**config.mk**
```make
export PLATFORM = sky130hd
export DESIGN_NAME = expmul_vec
export DESIGN_NICKNAME = d
export VERILOG_FILES = /design/src/rtl/sys_defs.sv /design/src/rtl/expmul_scale_split.sv /design/src/rtl/expmul_vec.sv
export SDC_FILE = /design/constraint.sdc
export NUM_CORES = 2
export LEC_CHECK = 0
export ABC_AREA = 0
export ABC_CLOCK_PERIOD_IN_PS = 5650
export CORE_MARGIN = 5
export CORE_UTILIZATION = 35
export CTS_BUF_LIST = sky130_fd_sc_hd__clkbuf_8
export CTS_CLUSTER_DIAMETER = 100
export DETAILED_ROUTE_END_ITERATION = 16
export PLACE_DENSITY_LB_ADDON = 0.12
export SYNTH_ARGS = -nofsm -noshare
export SYNTH_HDL_FRONTEND = slang
export SYNTH_SLANG_ARGS = --single-unit
```
**constraint.sdc**
```tcl
create_clock -name clk -period 5.65 [get_ports clk]
set_input_delay 1.13 -clock clk [delete_from_list [all_inputs] [get_ports clk]]
set_output_delay 1.13 -clock clk [all_outputs]
set_load 0.005 [all_outputs]
```
**src/rtl/sys_defs.sv**
```systemverilog
// Shared types and constants for the vectorised ExpMul stage of the attention datapath.
package sys_defs;
  localparam int SCORE_W_DEF     = 16;
  localparam int SCORE_FRAC_DEF  = 8;
  localparam int V_W_DEF         = 16;
  localparam int EXPMUL_LANES    = 4;
  // log2(e) ~= 1 + 1/2 - 1/16
  localparam int LOG2E_ADD_SHIFT = 1;
  localparam int LOG2E_SUB_SHIFT = 4;

  typedef logic signed [SCORE_W_DEF-1:0] SCORE_QT;
  typedef logic signed [V_W_DEF-1:0]     EXPMUL_VSHIFT_QT;
endpackage

```
**src/rtl/expmul_scale_split.sv**
```systemverilog
// Turns a max-relative score difference into an integer shift n and a fraction f
// for the base-2 exponent approximation 2^-(n+f) ~= (1 - f/2) >> n.
module expmul_scale_split
  import sys_defs::*;
#(
  parameter int SCORE_W    = SCORE_W_DEF,
  parameter int SCORE_FRAC = SCORE_FRAC_DEF
) (
  input  logic [SCORE_W-1:0]            a_i,
  input  logic [SCORE_W-1:0]            b_i,
  output logic [SCORE_W+1-SCORE_FRAC:0] n_o,
  output logic [SCORE_FRAC-1:0]         f_o
);

  logic signed [SCORE_W:0]   d_s;
  logic signed [SCORE_W+1:0] dc_s;
  logic signed [SCORE_W+1:0] x_s;
  logic signed [SCORE_W+1:0] t_s;

  // Difference, clamp to <= 0 so the exponent never exceeds 1, then scale by log2(e).
  always_comb begin
    d_s = $signed({a_i[SCORE_W-1], a_i}) - $signed({b_i[SCORE_W-1], b_i});
    if (d_s[SCORE_W] == 1'b0) begin
      dc_s = '0;
    end else begin
      dc_s = {d_s[SCORE_W], d_s};
    end
    x_s = dc_s + (dc_s >>> LOG2E_ADD_SHIFT) - (dc_s >>> LOG2E_SUB_SHIFT);
    t_s = -x_s;
  end

  assign n_o = t_s[SCORE_W+1:SCORE_FRAC];
  assign f_o = t_s[SCORE_FRAC-1:0];

endmodule

```
**src/rtl/expmul_vec.sv**
```systemverilog
// Three-stage elastic ExpMul pipeline: rescales a V slice by exp(s-m) and an O slice
// by exp(m_prev-m), LANES elements per transaction.
module expmul_vec
  import sys_defs::*;
#(
  parameter int LANES      = EXPMUL_LANES,
  parameter int SCORE_W    = SCORE_W_DEF,
  parameter int SCORE_FRAC = SCORE_FRAC_DEF,
  parameter int V_W        = V_W_DEF
) (
  input  logic                   clk,
  input  logic                   rst,
  input  logic                   vld_in,
  output logic                   rdy_out,
  output logic                   vld_out,
  input  logic                   rdy_in,
  input  logic                   first_in,
  input  logic [SCORE_W-1:0]     m_in,
  input  logic [SCORE_W-1:0]     m_prev_in,
  input  logic [SCORE_W-1:0]     s_in,
  input  logic [LANES*V_W-1:0]   v_star_in,
  input  logic [LANES*V_W-1:0]   o_star_prev_in,
  output logic [LANES*V_W-1:0]   exp_v_out,
  output logic [LANES*V_W-1:0]   exp_o_out
);

  localparam int NW = SCORE_W + 2 - SCORE_FRAC;
  localparam int PW = V_W + SCORE_FRAC + 1;

  logic en1_s, en2_s, en3_s;
  logic vld1_q, vld2_q, vld3_q;
  logic first1_q, first2_q;

  logic [NW-1:0]         n_v_d, n_o_d, n_v1_q, n_o1_q, n_v2_q, n_o2_q;
  logic [SCORE_FRAC-1:0] f_v_d, f_o_d, f_v1_q, f_o1_q;

  logic [LANES-1:0][V_W-1:0] v1_q, o1_q, v2_q, o2_q;
  logic [LANES-1:0][PW-1:0]  pv_d, po_d, pv2_q, po2_q;
  logic [LANES-1:0][V_W-1:0] ev_d, eo_d, exp_v_q, exp_o_q;

  // Ready ripples backwards: a stage may load when empty or when its successor loads.
  assign en3_s   = !vld3_q || rdy_in;
  assign en2_s   = !vld2_q || en3_s;
  assign en1_s   = !vld1_q || en2_s;
  assign rdy_out = en1_s;

  expmul_scale_split #(.SCORE_W(SCORE_W), .SCORE_FRAC(SCORE_FRAC)) u_split_v (
    .a_i (s_in),
    .b_i (m_in),
    .n_o (n_v_d),
    .f_o (f_v_d)
  );

  expmul_scale_split #(.SCORE_W(SCORE_W), .SCORE_FRAC(SCORE_FRAC)) u_split_o (
    .a_i (m_prev_in),
    .b_i (m_in),
    .n_o (n_o_d),
    .f_o (f_o_d)
  );

  for (genvar l = 0; l < LANES; l++) begin : g_lane
    logic signed [PW-1:0] v1e_s, o1e_s, v2e_s, o2e_s, dv_s, do_s;

    assign v1e_s = PW'($signed(v1_q[l]));
    assign o1e_s = PW'($signed(o1_q[l]));
    assign v2e_s = PW'($signed(v2_q[l]));
    assign o2e_s = PW'($signed(o2_q[l]));

    assign pv_d[l] = v1e_s * $signed({{(PW-SCORE_FRAC){1'b0}}, f_v1_q});
    assign po_d[l] = o1e_s * $signed({{(PW-SCORE_FRAC){1'b0}}, f_o1_q});

    // elem*(1 - f/2) then >> n; shifts past the element width would leave -1, not 0.
    assign dv_s = v2e_s - ($signed(pv2_q[l]) >>> (SCORE_FRAC + 1));
    assign do_s = o2e_s - ($signed(po2_q[l]) >>> (SCORE_FRAC + 1));

    assign ev_d[l] = (n_v2_q >= NW'(V_W)) ? '0 : V_W'(dv_s >>> n_v2_q);
    assign eo_d[l] = (first2_q || (n_o2_q >= NW'(V_W))) ? '0 : V_W'(do_s >>> n_o2_q);
  end

  // Pipeline registers with per-stage enables and synchronous active-low reset.
  always_ff @(posedge clk) begin
    if (!rst) begin
      vld1_q   <= 1'b0;
      vld2_q   <= 1'b0;
      vld3_q   <= 1'b0;
      first1_q <= 1'b0;
      first2_q <= 1'b0;
      n_v1_q   <= '0;
      n_o1_q   <= '0;
      f_v1_q   <= '0;
      f_o1_q   <= '0;
      n_v2_q   <= '0;
      n_o2_q   <= '0;
      v1_q     <= '0;
      o1_q     <= '0;
      v2_q     <= '0;
      o2_q     <= '0;
      pv2_q    <= '0;
      po2_q    <= '0;
      exp_v_q  <= '0;
      exp_o_q  <= '0;
    end else begin
      if (en1_s) begin
        vld1_q <= vld_in;
        if (vld_in) begin
          first1_q <= first_in;
          n_v1_q   <= n_v_d;
          n_o1_q   <= n_o_d;
          f_v1_q   <= f_v_d;
          f_o1_q   <= f_o_d;
          v1_q     <= v_star_in;
          o1_q     <= o_star_prev_in;
        end
      end
      if (en2_s) begin
        vld2_q <= vld1_q;
        if (vld1_q) begin
          first2_q <= first1_q;
          n_v2_q   <= n_v1_q;
          n_o2_q   <= n_o1_q;
          v2_q     <= v1_q;
          o2_q     <= o1_q;
          pv2_q    <= pv_d;
          po2_q    <= po_d;
        end
      end
      if (en3_s) begin
        vld3_q <= vld2_q;
        if (vld2_q) begin
          exp_v_q <= ev_d;
          exp_o_q <= eo_d;
        end
      end
    end
  end

  assign vld_out   = vld3_q;
  assign exp_v_out = exp_v_q;
  assign exp_o_out = exp_o_q;

endmodule
```
After elaboration in Yosys (flattened, before gate mapping)
Index checks and enable logic that the tools add are counted.

Flip-flop bits (word level): 645. Bits of input ports: 181. Output and inout bits: 130.

Add/sub/neg operators: 16. Multiply operators: 8. Magnitude comparators: 2. Shifts and indexed selects: 8. Mux-type cells: 10. Reduce and logical (&&, ||, !) cells: 10.

Operator list (count): multiplier 16 x 9 -> 25 bit (8); subtractor 16 x 16 -> 17 bit (10); >>> shifter 17 x 10 -> 16 bit (8); two-way mux 16 bit (8); adder 18 x 17 -> 18 bit (2); two-way mux 18 bit (2); negator 18 bit (2); subtractor 18 x 14 -> 18 bit (2); >= comparator 10 x 5 -> 1 bit, second input constant (2); AND reduction 2 bit (3); logical OR 1 bit (4); logical NOT 1 bit (3).

Depth between registers and ports, before layout
Word-level depth: 5. Mapped depth: 25. Depth with buffers taken out: 25.

Cells and area by module
A second synthesis with hierarchy kept.

Cells, all modules: 9032. Area, all modules: 71427.3 um^2.

By module, submodules not included: expmul_vec (times used 1, cells an instance 8484, area an instance 67293.3 um^2, seq. area each 11471.0 um^2); expmul_scale_split (times used 2, cells an instance 274, area an instance 2067.0 um^2, seq. area each 0.0 um^2).

Worst setup path before layout
No wires, ideal clock.

Path kind: input -> register. Start: in m_in[2]. End: reg n_v1_q[8]. Setup time: 0.133 ns. Arrival: 5.600 ns. Path slack: -0.082 ns. Stages: 21. Buffers on the path: 1. Cells stage by stage: inv_1 -> ha_1 -> nor2b_1 -> o31a_1 -> o211ai_2 -> a21oi_1 -> a311oi_4 -> clkbuf_1 -> nand2_1 -> fa_1 -> fa_1 -> nor2b_1 -> o21ai_0 -> nand2b_1 -> a21oi_1 -> or4_1 -> a31oi_1 -> a31oi_1 -> o21ai_0 -> xor2_1 -> a21oi_1.

Longest elaborated chain between the ends: 5.

Ends and longest elaborated chain: start, declared (line expmul_vec.sv:18) `input logic [SCORE_W-1:0] m_in,`; subtractor 16 x 16 -> 17 bit * (line expmul_scale_split.sv:22) `d_s = $signed({a_i[SCORE_W-1], a_i}) - $signed({b_i[SCORE_W-1], b_i});`; two-way mux 18 bit * (line expmul_scale_split.sv:23) `if (d_s[SCORE_W] == 1'b0) begin`; adder 18 x 17 -> 18 bit (line expmul_scale_split.sv:28) `x_s = dc_s + (dc_s >>> LOG2E_ADD_SHIFT) - (dc_s >>> LOG2E_SUB_SHIFT);`; subtractor 18 x 14 -> 18 bit * (line expmul_scale_split.sv:28); negator 18 bit * (line expmul_scale_split.sv:29) `t_s = -x_s;`; end signal, assigned (line expmul_vec.sv:107) `n_v1_q <= n_v_d;`; end, declared (line expmul_vec.sv:34) `logic [NW-1:0] n_v_d, n_o_d, n_v1_q, n_o1_q, n_v2_q, n_o2_q;`.

Every way passes the cells marked *; elsewhere a longest branch is shown, timed or not. A chain may end at the register's enable or synchronous reset.

Final worst setup path
Start: reg f_o1_q[4]. End: reg po2_q[24] (netlist name).

Longest elaborated chain between the ends: 1.

Ends and longest elaborated chain: start, declared (line expmul_vec.sv:35) `logic [SCORE_FRAC-1:0] f_v_d, f_o_d, f_v1_q, f_o1_q;`; start signal, assigned (line expmul_vec.sv:110) `f_o1_q <= f_o_d;`; multiplier 16 x 9 -> 25 bit (line expmul_vec.sv:70) `assign po_d[l] = o1e_s * $signed({{(PW-SCORE_FRAC){1'b0}}, f_o1_q});`; end signal, assigned (line expmul_vec.sv:124) `po2_q <= po_d;`; end, declared (line expmul_vec.sv:38) `logic [LANES-1:0][PW-1:0] pv_d, po_d, pv2_q, po2_q;`.

Every way passes these cells.

==> metrics.yaml <==
min_period_over_period: 0.966
wl_per_cell_microns: 20.7
switchingPower_mw: 12.2
num-fill-cells: 20900
synth_edf_count: 0
rr_worst_depth: 20
drt_iter0_drc: 3757
grt-ovfl-total: 0
final.min_clock_period_ns: 5.46
syn2layout_area_growth_pct: 16.8
whs_path_depth: 2
worstReg2RegStart: "f_o1_q[4]"
io_pins: 311
io_buffers: 310
synth_top_area_share: 0.239
ys_ff_latch: 573
layout_commonest_cell: "nand2_1"
core-area_sq_um: 202000
dpl.cell_count: 11900
reg2reg_setup_slack_ns: 0.19
status: "finished, final reports clean"
postPlaceCellArea_sq_um: 80000
grt_max_degree: 158
yosysWarnings: 0
viasPerCell: 5.14
drv_cap: 0
avgSynthCellArea_sq_um: 8.00
synthDistinctLibCells: 109
start_kind: "flop"
grt_pass1_wl_microns: 391000
cts_max_path_buffers: 3
hold_violations: 0
slew_headroom: 0.279
cts_tree: "built"
worstSetupPathType: "flop to flop"
numCtsBuffers: 117
p_comb_frac: 0.617
ant_nets: 0
p_int_mw: 13.6
clk_latency_ns: 0.93
hp-class: "flop to flop"
clock-sinks: 573
final_cells: 12100
num_vias: 62300
htreeDepth: 3
rsz0062_at_grt: "true"
required_ns: 6.41
peakVddDrop_mv: 0.240
synth_nets: 10500
final_cell_mix: "1454 x nand2_1, 1382 x inv_1, 848 x fa_1, 693 x a21oi_1, 633 x and2_1"
dr.pass1.iters: 6
netlist_instances: 8872
skew_ns: 0.0962
layout.nets: 10900
power_density_nw_per_um2: 311
initial_core_util: 0.352
clkTransAtPathRegs_ns: 0.07
antenna_found_initial: 6
die_w_microns: 460
finalMaxSlewViolations: 0
hold_end: "n_v2_q[9]"
drc: 0
finalInstanceArea_sq_um: 82900
end_kind: "flop"
die_h_microns: 460
rows: 165
clkPwrFrac: 0.191
min-delay-start: "n_v1_q[9]"
power.leakage_nw: 39.2
yosysSeqAreaShare: 0.162
drive_gt1_frac: 0.0990
grtUsageTotal: 0.236
place_hpwl_microns: 200000
arrival_ns: 6.22
cts_hold_buf: 0
dieArea_sq_um: 212000
p_sw_frac: 0.473
synthArstFlopShare: 0
routed_wl_microns: 251000
rr_endpoint: "po2_q[24]"
synth.area.top_cells: "fa_1 24%, dfxtp_1 16%, ha_1 9.9%"
worst_pin_slew_ns: 1.05
final.setup.tns_ns: 0
setup-violations-final: 0
fmax_mhz: 183
synth_area_leader_cell: "fa_1"
grt_pass1_vias: 65400
utilization: 0.411
root_buffer: "clkbuf_8"
totalPowerFinal_mw: 25.8
syn_area_sq_um: 71000
critPathMaxFanout: 20
place_congestion: 0.937
share_seq_of_total_power: 0.192
ys.flop_type: "dfxtp_1"
## worst max path at each step
stage | cells after the start | from | to
finish | 20 | f_o1_q[4] | po2_q[24]
global route | 24 | f_o1_q[4] | po2_q[49]
CTS | 23 | f_o1_q[1] | po2_q[48]
detailed placement | 24 | m_in[1] | n_o1_q[8]
global placement | 24 | m_in[1] | n_o1_q[8]
floorplan | 22 | f_o1_q[0] | po2_q[24]
## final cells by class
cell class	instances	area [sq um]	area share
inverter	1357	5100	0.0615
clock inverter	66	537	0.00647
multi-input combinational	6416	52500	0.633
antenna	10	25.0	0.000302
sequential	573	11500	0.139
clock buffer	150	2060	0.0249
tap	2672	3340	0.0403
timing repair buffer	895	7880	0.0950
## power groups by stage
stage | Clock, mW | Combinational, mW | Sequential, mW
global route | 5.24 | 17.5 | 5.01
CTS | 5.10 | 15.8 | 4.97
floorplan | 0 | 9.96 | 4.70
global placement | 0 | 15.7 | 5.05
finish | 4.92 | 15.9 | 4.97
detailed placement | 0 | 15.7 | 5.06
## state kept, by name (all words and copies together), names as in the netlist, 8 cells and up
register,flops
pv2_q,64
n_v2_q,10
f_o1_q,8
exp_v_out,64
g_lane.v1e_s,64
g_lane.o2e_s,64
po2_q,64
g_lane.o1e_s,64
n_o2_q,10
n_v1_q,10
f_v1_q,8
exp_o_out,64
g_lane.v2e_s,64
n_o1_q,10
## cells by family (layout without fill, tap and decap cells)
logic type,Yosys count,count (layout),synth area share
AO/OA/AOI/OAI,1800,1800,0.163
XOR/XNOR,264,264,0.0326
adder cells (fa/ha/maj),1408,1408,0.338
buffers and inverters,1883,2468,0.103
flip-flops,573,573,0.162
multiplexers,68,68,0.0112
other,0,10,0
AND/OR/NAND/NOR,2876,2876,0.191
## per-stage QoR
stage / hold slack, ns / worst slack, ns
floorplan: 0.425 / 0.0255
global placement: 0.434 / -0.734
detailed placement: 0.436 / -0.687
CTS: 0.450 / 0.0165
global route: 0.463 / -0.0148
finish: 0.448 / 0.193
## cells in the mapped netlist (all sizes together), types with 93 or more instances
cell type / n
nand2: 1457
xor2: 106
ha: 560
clkbuf: 423
a21oi: 700
a21o: 99
dfxtp: 573
buf: 103
nand3: 93
inv: 1351
and2: 639
nor2: 297
o21ai: 322
fa: 848
xnor2: 158
## layer usage
metal | vias to the layer above | routed length (microns) | global-route usage
li1 | 29700 | - | -
met1 | 30900 | 113000 | 0.311
met2 | 1399 | 118000 | 0.400
met3 | 358 | 11500 | 0.0326
met4 | 4 | 8180 | 0.0705
met5 | - | 24 | 0
## what timing repair did
item	4_1_cts	5_1_grt
pin swaps	2	13
resized for setup	7	54
buffers inserted	0	6
setup endpoints to repair	7	33
cloned	0	1
## worst max-delay path: stages, from the launching register on
cell and delay, ns:
dfxtp_4 0.39, buf_12 0.17, buf_6 0.15, and2_1 0.17, fa_1 0.49, inv_1 0.05
fa_1 0.54, inv_1 0.05, fa_1 0.47, inv_1 0.05, fa_1 0.48, inv_1 0.04
ha_1 0.30, a31oi_4 0.23, o21a_4 0.18, nand3_2 0.13, a221o_1 0.40, a311oi_2 0.37
nor4b_2 0.10, or3_1 0.35, a32o_1 0.25
Note: power is estimated with default switching activity, not from simulation.
